### config.mk
export PLATFORM = sky130hd
export DESIGN_NAME = timer_dev_flat
export DESIGN_NICKNAME = d
export VERILOG_FILES = /design/src/rtl/cpu_dev_pkg.sv /design/src/rtl/timer_dev_if.sv /design/src/rtl/timer_dev.sv /design/src/flat_wrapper.sv
export SDC_FILE = /design/constraint.sdc
export NUM_CORES = 1
export LEC_CHECK = 0
export ABC_AREA = 1
export CAP_MARGIN = 20
export CORE_MARGIN = 2
export CORE_UTILIZATION = 37
export CTS_CLUSTER_DIAMETER = 60
export CTS_CLUSTER_SIZE = 16
export DETAILED_ROUTE_END_ITERATION = 16
export HOLD_SLACK_MARGIN = 0.05
export PLACE_DENSITY = 0.65
export SYNTH_ARGS = -nofsm -noshare
export SYNTH_HDL_FRONTEND = slang
export SYNTH_SLANG_ARGS = --single-unit
export TNS_END_PERCENT = 20
### constraint.sdc
create_clock -name clk -period 5.1 [get_ports clk]
set_clock_uncertainty 0.2 [all_clocks]
set_input_delay 1.02 -clock clk [delete_from_list [all_inputs] [get_ports clk]]
set_output_delay 1.02 -clock clk [all_outputs]
set_load 0.01 [all_outputs]
### src/rtl/cpu_dev_pkg.sv
// Shared definitions for memory-mapped CPU devices: register offsets,
// CTRL field positions, mode encodings and the timer FSM state type.
package cpu_dev_pkg;

  localparam logic [1:0] REG_CTRL   = 2'd0;
  localparam logic [1:0] REG_PRESET = 2'd1;
  localparam logic [1:0] REG_COUNT  = 2'd2;

  localparam int unsigned CTRL_EN_BIT   = 0;
  localparam int unsigned CTRL_MODE_LSB = 1;
  localparam int unsigned CTRL_IM_BIT   = 3;

  localparam logic [1:0] MODE_ONESHOT = 2'b00;
  localparam logic [1:0] MODE_RELOAD  = 2'b01;

  typedef enum logic [1:0] {
    ST_IDLE = 2'd0,
    ST_LOAD = 2'd1,
    ST_CNT  = 2'd2,
    ST_INT  = 2'd3
  } timer_state_e;

  typedef struct packed {
    logic       im;
    logic [1:0] mode;
    logic       en;
  } timer_ctrl_t;

  // Only the exact auto-reload encoding reloads; every other MODE is one-shot.
  function automatic logic is_reload(input logic [1:0] mode);
    return mode == MODE_RELOAD;
  endfunction

endpackage

### src/rtl/timer_dev_if.sv
// Word-addressed device bus between the CPU bridge (master) and a device (slave).
interface timer_dev_if;
  logic [3:2]  addr;
  logic        we;
  logic [31:0] din;
  logic [31:0] dout;

  modport master (output addr, output we, output din, input dout);
  modport slave  (input addr, input we, input din, output dout);
endinterface

### src/rtl/timer_dev.sv
// Programmable count-down timer with one-shot / auto-reload modes; irq feeds HWInt[2].
module timer_dev
  import cpu_dev_pkg::*;
(
  input  logic        clk,
  input  logic        rst,
  timer_dev_if.slave  bus,
  output logic        irq
);

  timer_state_e state_q, state_d;
  timer_ctrl_t  ctrl_q;
  logic [31:0]  preset_q;
  logic [31:0]  count_q, count_d;
  logic         irq_pend;
  logic         wr_ctrl, wr_preset, reload;
  logic         clr_en, set_pend, clr_pend_reload;

  assign wr_ctrl   = bus.we && (bus.addr == REG_CTRL);
  assign wr_preset = bus.we && (bus.addr == REG_PRESET);
  assign reload    = is_reload(ctrl_q.mode);
  assign irq       = irq_pend & ctrl_q.im;

  always_ff @(posedge clk) begin
    if (rst) begin
      state_q <= ST_IDLE;
      count_q <= '0;
    end else begin
      state_q <= state_d;
      count_q <= count_d;
    end
  end

  always_comb begin
    state_d         = state_q;
    count_d         = count_q;
    clr_en          = 1'b0;
    set_pend        = 1'b0;
    clr_pend_reload = 1'b0;
    case (state_q)
      ST_IDLE: if (ctrl_q.en) state_d = ST_LOAD;
      ST_LOAD: begin
        count_d = preset_q;
        state_d = ST_CNT;
      end
      ST_CNT: begin
        if (!ctrl_q.en) begin
          state_d = ST_IDLE;
        end else if (count_q > 32'd1) begin
          count_d = count_q - 32'd1;
        end else begin
          // Covers both COUNT==1 and a zero preset; COUNT saturates at 0.
          count_d  = '0;
          state_d  = ST_INT;
          set_pend = 1'b1;
        end
      end
      ST_INT: begin
        if (reload) begin
          state_d         = ST_LOAD;
          clr_pend_reload = 1'b1;
        end else begin
          state_d = ST_IDLE;
          clr_en  = 1'b1;
        end
      end
      default: state_d = ST_IDLE;
    endcase
  end

  // A bus write to CTRL wins over the FSM clearing EN in the same cycle.
  always_ff @(posedge clk) begin
    if (rst) begin
      ctrl_q <= '0;
    end else if (wr_ctrl) begin
      ctrl_q <= '{im:   bus.din[CTRL_IM_BIT],
                  mode: bus.din[CTRL_MODE_LSB +: 2],
                  en:   bus.din[CTRL_EN_BIT]};
    end else if (clr_en) begin
      ctrl_q.en <= 1'b0;
    end
  end

  always_ff @(posedge clk) begin
    if (rst) preset_q <= '0;
    else if (wr_preset) preset_q <= bus.din;
  end

  // Setting the pending flag wins over any clear in the same cycle.
  always_ff @(posedge clk) begin
    if (rst) begin
      irq_pend <= 1'b0;
    end else if (set_pend) begin
      irq_pend <= 1'b1;
    end else if (clr_pend_reload) begin
      irq_pend <= 1'b0;
    end else if (!reload && (wr_ctrl || wr_preset)) begin
      irq_pend <= 1'b0;
    end
  end

  always_comb begin
    bus.dout = '0;
    case (bus.addr)
      REG_CTRL:   bus.dout[3:0] = ctrl_q;
      REG_PRESET: bus.dout      = preset_q;
      REG_COUNT:  bus.dout      = count_q;
      default:    bus.dout      = '0;
    endcase
  end

endmodule

### src/flat_wrapper.sv
// flat-port wrapper written by rule: the top's interface ports become plain ports
module timer_dev_flat import cpu_dev_pkg::*;
  (clk, rst, irq, bus_addr, bus_we, bus_din, bus_dout);
  timer_dev_if bus_i ();
  input  logic clk;
  input  logic rst;
  output logic irq;
  input wire logic [$bits(bus_i.addr)-1:0] bus_addr;
  input wire logic [$bits(bus_i.we)-1:0] bus_we;
  input wire logic [$bits(bus_i.din)-1:0] bus_din;
  output wire logic [$bits(bus_i.dout)-1:0] bus_dout;
  assign bus_i.addr = bus_addr;
  assign bus_i.we = bus_we;
  assign bus_i.din = bus_din;
  assign bus_dout = bus_i.dout;
  timer_dev u_core (.clk(clk), .rst(rst), .bus(bus_i), .irq(irq));
endmodule
# == Yosys cells after proc, flatten, opt, wreduce, memory -nomap -nowiden ==
# Index checks and enable logic that the tools add are counted.
# word_totals
reg_bits,71
latch_bits,0
mem_bits_rw,0
romBits,0
inputBits,37
wordCells,53
n_memories,0
# op_classes
add_sub_neg,1
mul,0
n_div,0
magnitude_cmp,1
n_eq_ne,9
shifts,0
n_mux,22
n_bitwise,1
n_reduce_logical,12
# op_table
op,count
2-to-1 mux 32 bit,2
one-hot mux 32 bit (2 select lines),1
one-hot mux 28 bit (2 select lines),1
> comparator 32 x 1 -> 1 bit (second input constant),1
subtractor 32 x 1 -> 32 bit (second input constant),1
2-to-1 mux 1 bit,13
one-hot mux 4 bit (3 select lines),1
one-hot mux 2 bit (4 select lines),1
== test 2 x 1 -> 1 bit (second input constant),3
== test 2 bit (second input constant),3
2-to-1 mux 2 bit,3
logical NOT 2 bit,2
inequality test 2 x 1 -> 1 bit (second input constant),2
AND reduction 2 bit,2
nonzero test 2 bit,2
logical AND 1 bit,3
inequality test 3 bit (second input constant),1
nonzero test 3 bit,1
AND 1 bit,1
logical NOT 1 bit,1
logical OR 1 bit,1

# == Longest topological paths before layout ==
# depth
depth_word,7
depth_mapped,10
depth_no_buf,10

# == Worst setup path after synthesis ==
# OpenSTA, ideal clock, no wires.
# synth_path
path_kind,input to output
startpoint,input port bus_addr[1]
endpoint,output port bus_dout[10]
arrival_time_ps,1907
t_required_ps,3880
slack_ps,1973
cell_stages,6
path_buffers,2
cell_sequence,inv_1 ha_1 buf_2 clkbuf_1 nand2_1 a21oi_1
# synth_via
elab_chain_len,2
elab_cells_between_ends,3
cone_classes,eq/ne: 2; mux: 1
# synth_lines
item,line,text
start: declaration,flat_wrapper.sv:8,input wire logic [$bits(bus_i.addr)-1:0] bus_addr;
== test 2 bit / == test 2 x 1 -> 1 bit (equally long branches),timer_dev.sv:104,case (bus.addr)
one-hot mux 28 bit (2 select lines) *,timer_dev.sv:104,
end: declaration,flat_wrapper.sv:11,output wire logic [$bits(bus_i.dout)-1:0] bus_dout;
# Every way passes the cells marked *; elsewhere a longest branch is shown, timed or not.

# == Final worst setup path ==
# layout_path
startpoint,input port bus_addr[0]
endpoint,output port bus_dout[16]
# Same word-level chain as after synthesis.

==> metrics.md <==
| Metric | Value |
|---|---|
| Final hold vios | 0 |
| Final setup fails | 0 |
| Max-cap violations | 0 |
| Syn Area/Cell | 6.549 um2 |
| Critical path type | primary input to output pin |
| TritonCTS buffer count | 9 |
| Rel. slew slack | around 35% |
| I/O Buffers | 69 |
| Share of cells above drive strength 1 | just over 10% |
| Clock sink count | between 70 and 80 |
| CP endpoint kind | output pin |
| # DRC | 0 |
| Cell count of the worst hold path | 2 |
| Warnings from Yosys | 0 |
| Max Fclk | between 0.2 and 0.25 GHz |
| Clock period minus worst slack | 4.206 ns |
| Syn Std Cell Area | ~0.0043 mm2 |
| Synthesized flop and latch total | 71 |
| H-tree Lvls | 3 |
| Post-CTS Resized | 0 |
| Max Transition Viols Final | 0 |
| Hold slack final | about 0.27 ns |
| # IOs | 70 |
| Leakage | ~2.1 nW |
| Via-per-instance ratio | roughly 5.2 |
| Cells after synthesis | about 660 |
| Sw Share | a little over a third |
| Pint | approximately 1.3 mW |
| Die height | 111.9 um |
| Final period utilization | between 80% and 90% |
| Worst min-delay path class | flip-flop to flip-flop |
| Comb pwr share | around a third |
| Starting density of the core | between 30% and 40% |
| Vias in the first global route | 4,218 |
| Clock root buffer | clkbuf_16 |
| GP Congestion | 0.8681 |
| Core Box Area | approximately 0.011 mm2 |
| Initial antenna violation count | 0 |
| Total die area | ~0.013 mm2 |
| Grt ovf | 0 |
| Worst skew pair latency | about 0.33 ns |
| GRT Total Usage | approximately a fifth |
| Largest net degree at the start of global routing | 50 |
| First-pass GRT wire length | 20.59 mm |
| CP Data Arrival Time | approximately 3 ns |
| Antenna-violating nets left | 0 |
| Fillers | ~1,200 |
| Clock transition at path regs | about 0.060 ns |
| # Post-CTS Setup Buffers | 0 |
| DR vias | ~4,500 |
| CP startpoint kind | primary input |
| Net Sw Power | ~0.71 mW |
| Ant diodes | 0 |
| Clk pwr share | 34.3% |
| Area Growth Syn to Fin | 24.42% |
| Die X | roughly 110 um |
| First-pass DRT Iterations | 5 |
| Seq/Total Area, Yosys | 32.98% |
| Flop pwr share | approximately a third |
| R2R depth | 8 |
| DP Wirelength | 8.811 mm |
| Routed WL per cell | around 15 um |
| Placement row count | 39 |
| RSZ-0062 raised after global routing | no |
| CP required | approximately 3.9 ns |
| Fin Setup TNS | 0 ns |
| Final net count | between 700 and 800 |
| Initial detailed-routing violation count | 375 |
| P per Cell Area | around 370 mW/mm2 |
| Final wirelength | about 12 mm |
| Status | finished clean |
| CP max FO | 28 |
| Yosys cell types | 31 |
| TritonCTS clock tree | done |
| Peak supply drop | roughly 0.19 mV |
| Mapped Nets | approximately 700 |
| Core Util, Final | 47.16% |
| Least-Margin Pin Slew | a little under 1 ns |
| Hold Buf Count CTS | 0 |
| Bufs on Longest Clock Path | 2 |
-- placed cells by master (no fill, tap or decap), drive strengths merged, types with 3 or more instances in the layout --
cell / n
nand2: 153
nor2: 120
o21ai: 103
dfxtp: 71
a21oi: 70
clkdlybuf4s50: 69
inv: 42
nand3: 28
xnor2: 10
clkbuf: 9
xor2: 7
o21bai: 6
ha: 6
nand4: 4
buf: 4
clkinv: 3
-- cells in the mapped netlist --
cell type  instances  share of area, %
ha_1               6               1.7
o21bai_1           6               1.0
buf_4              3              0.52
buf_2              6              0.70
a21oi_1           68               7.9
o22ai_1            1              0.15
inv_2              6              0.52
clkbuf_1          19               1.7
clkbuf_2           1              0.12
nand3_1           16               1.9
o21ba_1            1              0.23
nand2_4            1              0.26
dfxtp_1           71                33
o21ai_1           13               1.5
xnor2_1           10               2.0
buf_1              2              0.17
buf_6              3              0.78
nand4_1            4              0.58
nor2_1            98               8.5
nor2_8             1              0.46
nor2_2            13               1.9
xor2_1             7               1.4
o211ai_1           1              0.17
nor2_4             8               2.1
nand2_2            9               1.3
nand3_2           12               2.8
o21ai_0           90                10
nor3_1             1              0.12
a21oi_2            2              0.41
inv_1             36               3.1
nand2_1          143                12
-- power groups by stage --
stage	Combinational [mW]	Sequential [mW]	Clock, mW
after floorplan	0.494	0.655	0
after global placement	0.620	0.673	0
after detailed placement	0.631	0.675	0
after CTS	0.635	0.664	0.684
after global routing	0.715	0.672	0.712
final	0.635	0.665	0.678
-- sequential cells by signal (all words and copies together), names as in the netlist --
| name | count |
|---|---|
| u_core.count_q | 32 |
| u_core.ctrl_q | 4 |
| u_core.irq_pend | 1 |
| u_core.preset_q | 32 |
| u_core.state_q | 2 |
-- critical path, cell delays in order --
cell and delay [ns]:
clkdlybuf4s50_1 0.51, inv_1 0.08, ha_1 0.30, inv_2 0.41, a21oi_1 0.14, clkdlybuf4s50_1 0.51
-- routing by layer --
layer  GRT usage, %  up-vias  part of all wire, %
met2          33.74      130                   48
met5              0        -                    0
met1          26.74     2084                   45
li1               -     2237                    -
met4          5.103        0                  1.3
met3          3.974       12                  5.5
-- path summary, 6_finish.rpt --
path | from | endpoint | slack (ns)
setup reg to reg | u_core.state_q[0] | u_core.count_q[9] | 2.92
setup / recovery | bus_addr[0] | bus_dout[16] | 0.89
hold / removal | u_core.preset_q[10] | u_core.preset_q[10] | 0.27
hold reg to reg | u_core.preset_q[10] | u_core.preset_q[10] | 0.27
-- final cells by class --
type	instances	area (um2)	share of cell area, %
inverter	42	157.7	2.940
tap	143	178.9	3.337
clock inverter	7	97.59	1.820
clock buffer	9	225.2	4.201
sequential	71	1421	26.51
multi-input combinational	511	2560	47.75
timing repair buffer	73	720.7	13.44
-- per-stage QoR --
stage	std cells	area, um2	worst slack [ns]	total power [mW]
after floorplan	658	4309	1.973	1.149
after global placement	840	5039	0.9263	1.293
after detailed placement	840	5039	0.8979	1.306
after CTS	856	5361	0.8941	1.983
after global routing	856	5361	0.7988	2.099
final	856	5361	0.8945	1.979
-- logic make-up after synthesis --
group                      Yosys count  synth area share [%]
DFF                                 71                 32.98
AOI/OAI and AO/OA                  182                 21.86
buffers and inverters               76                 7.607
and+or+nand+nor                    306                 32.35
adders and majority gates            6                 1.742
xor gates and xnor gates            17                 3.455
Power figures use the tool's default switching activity.
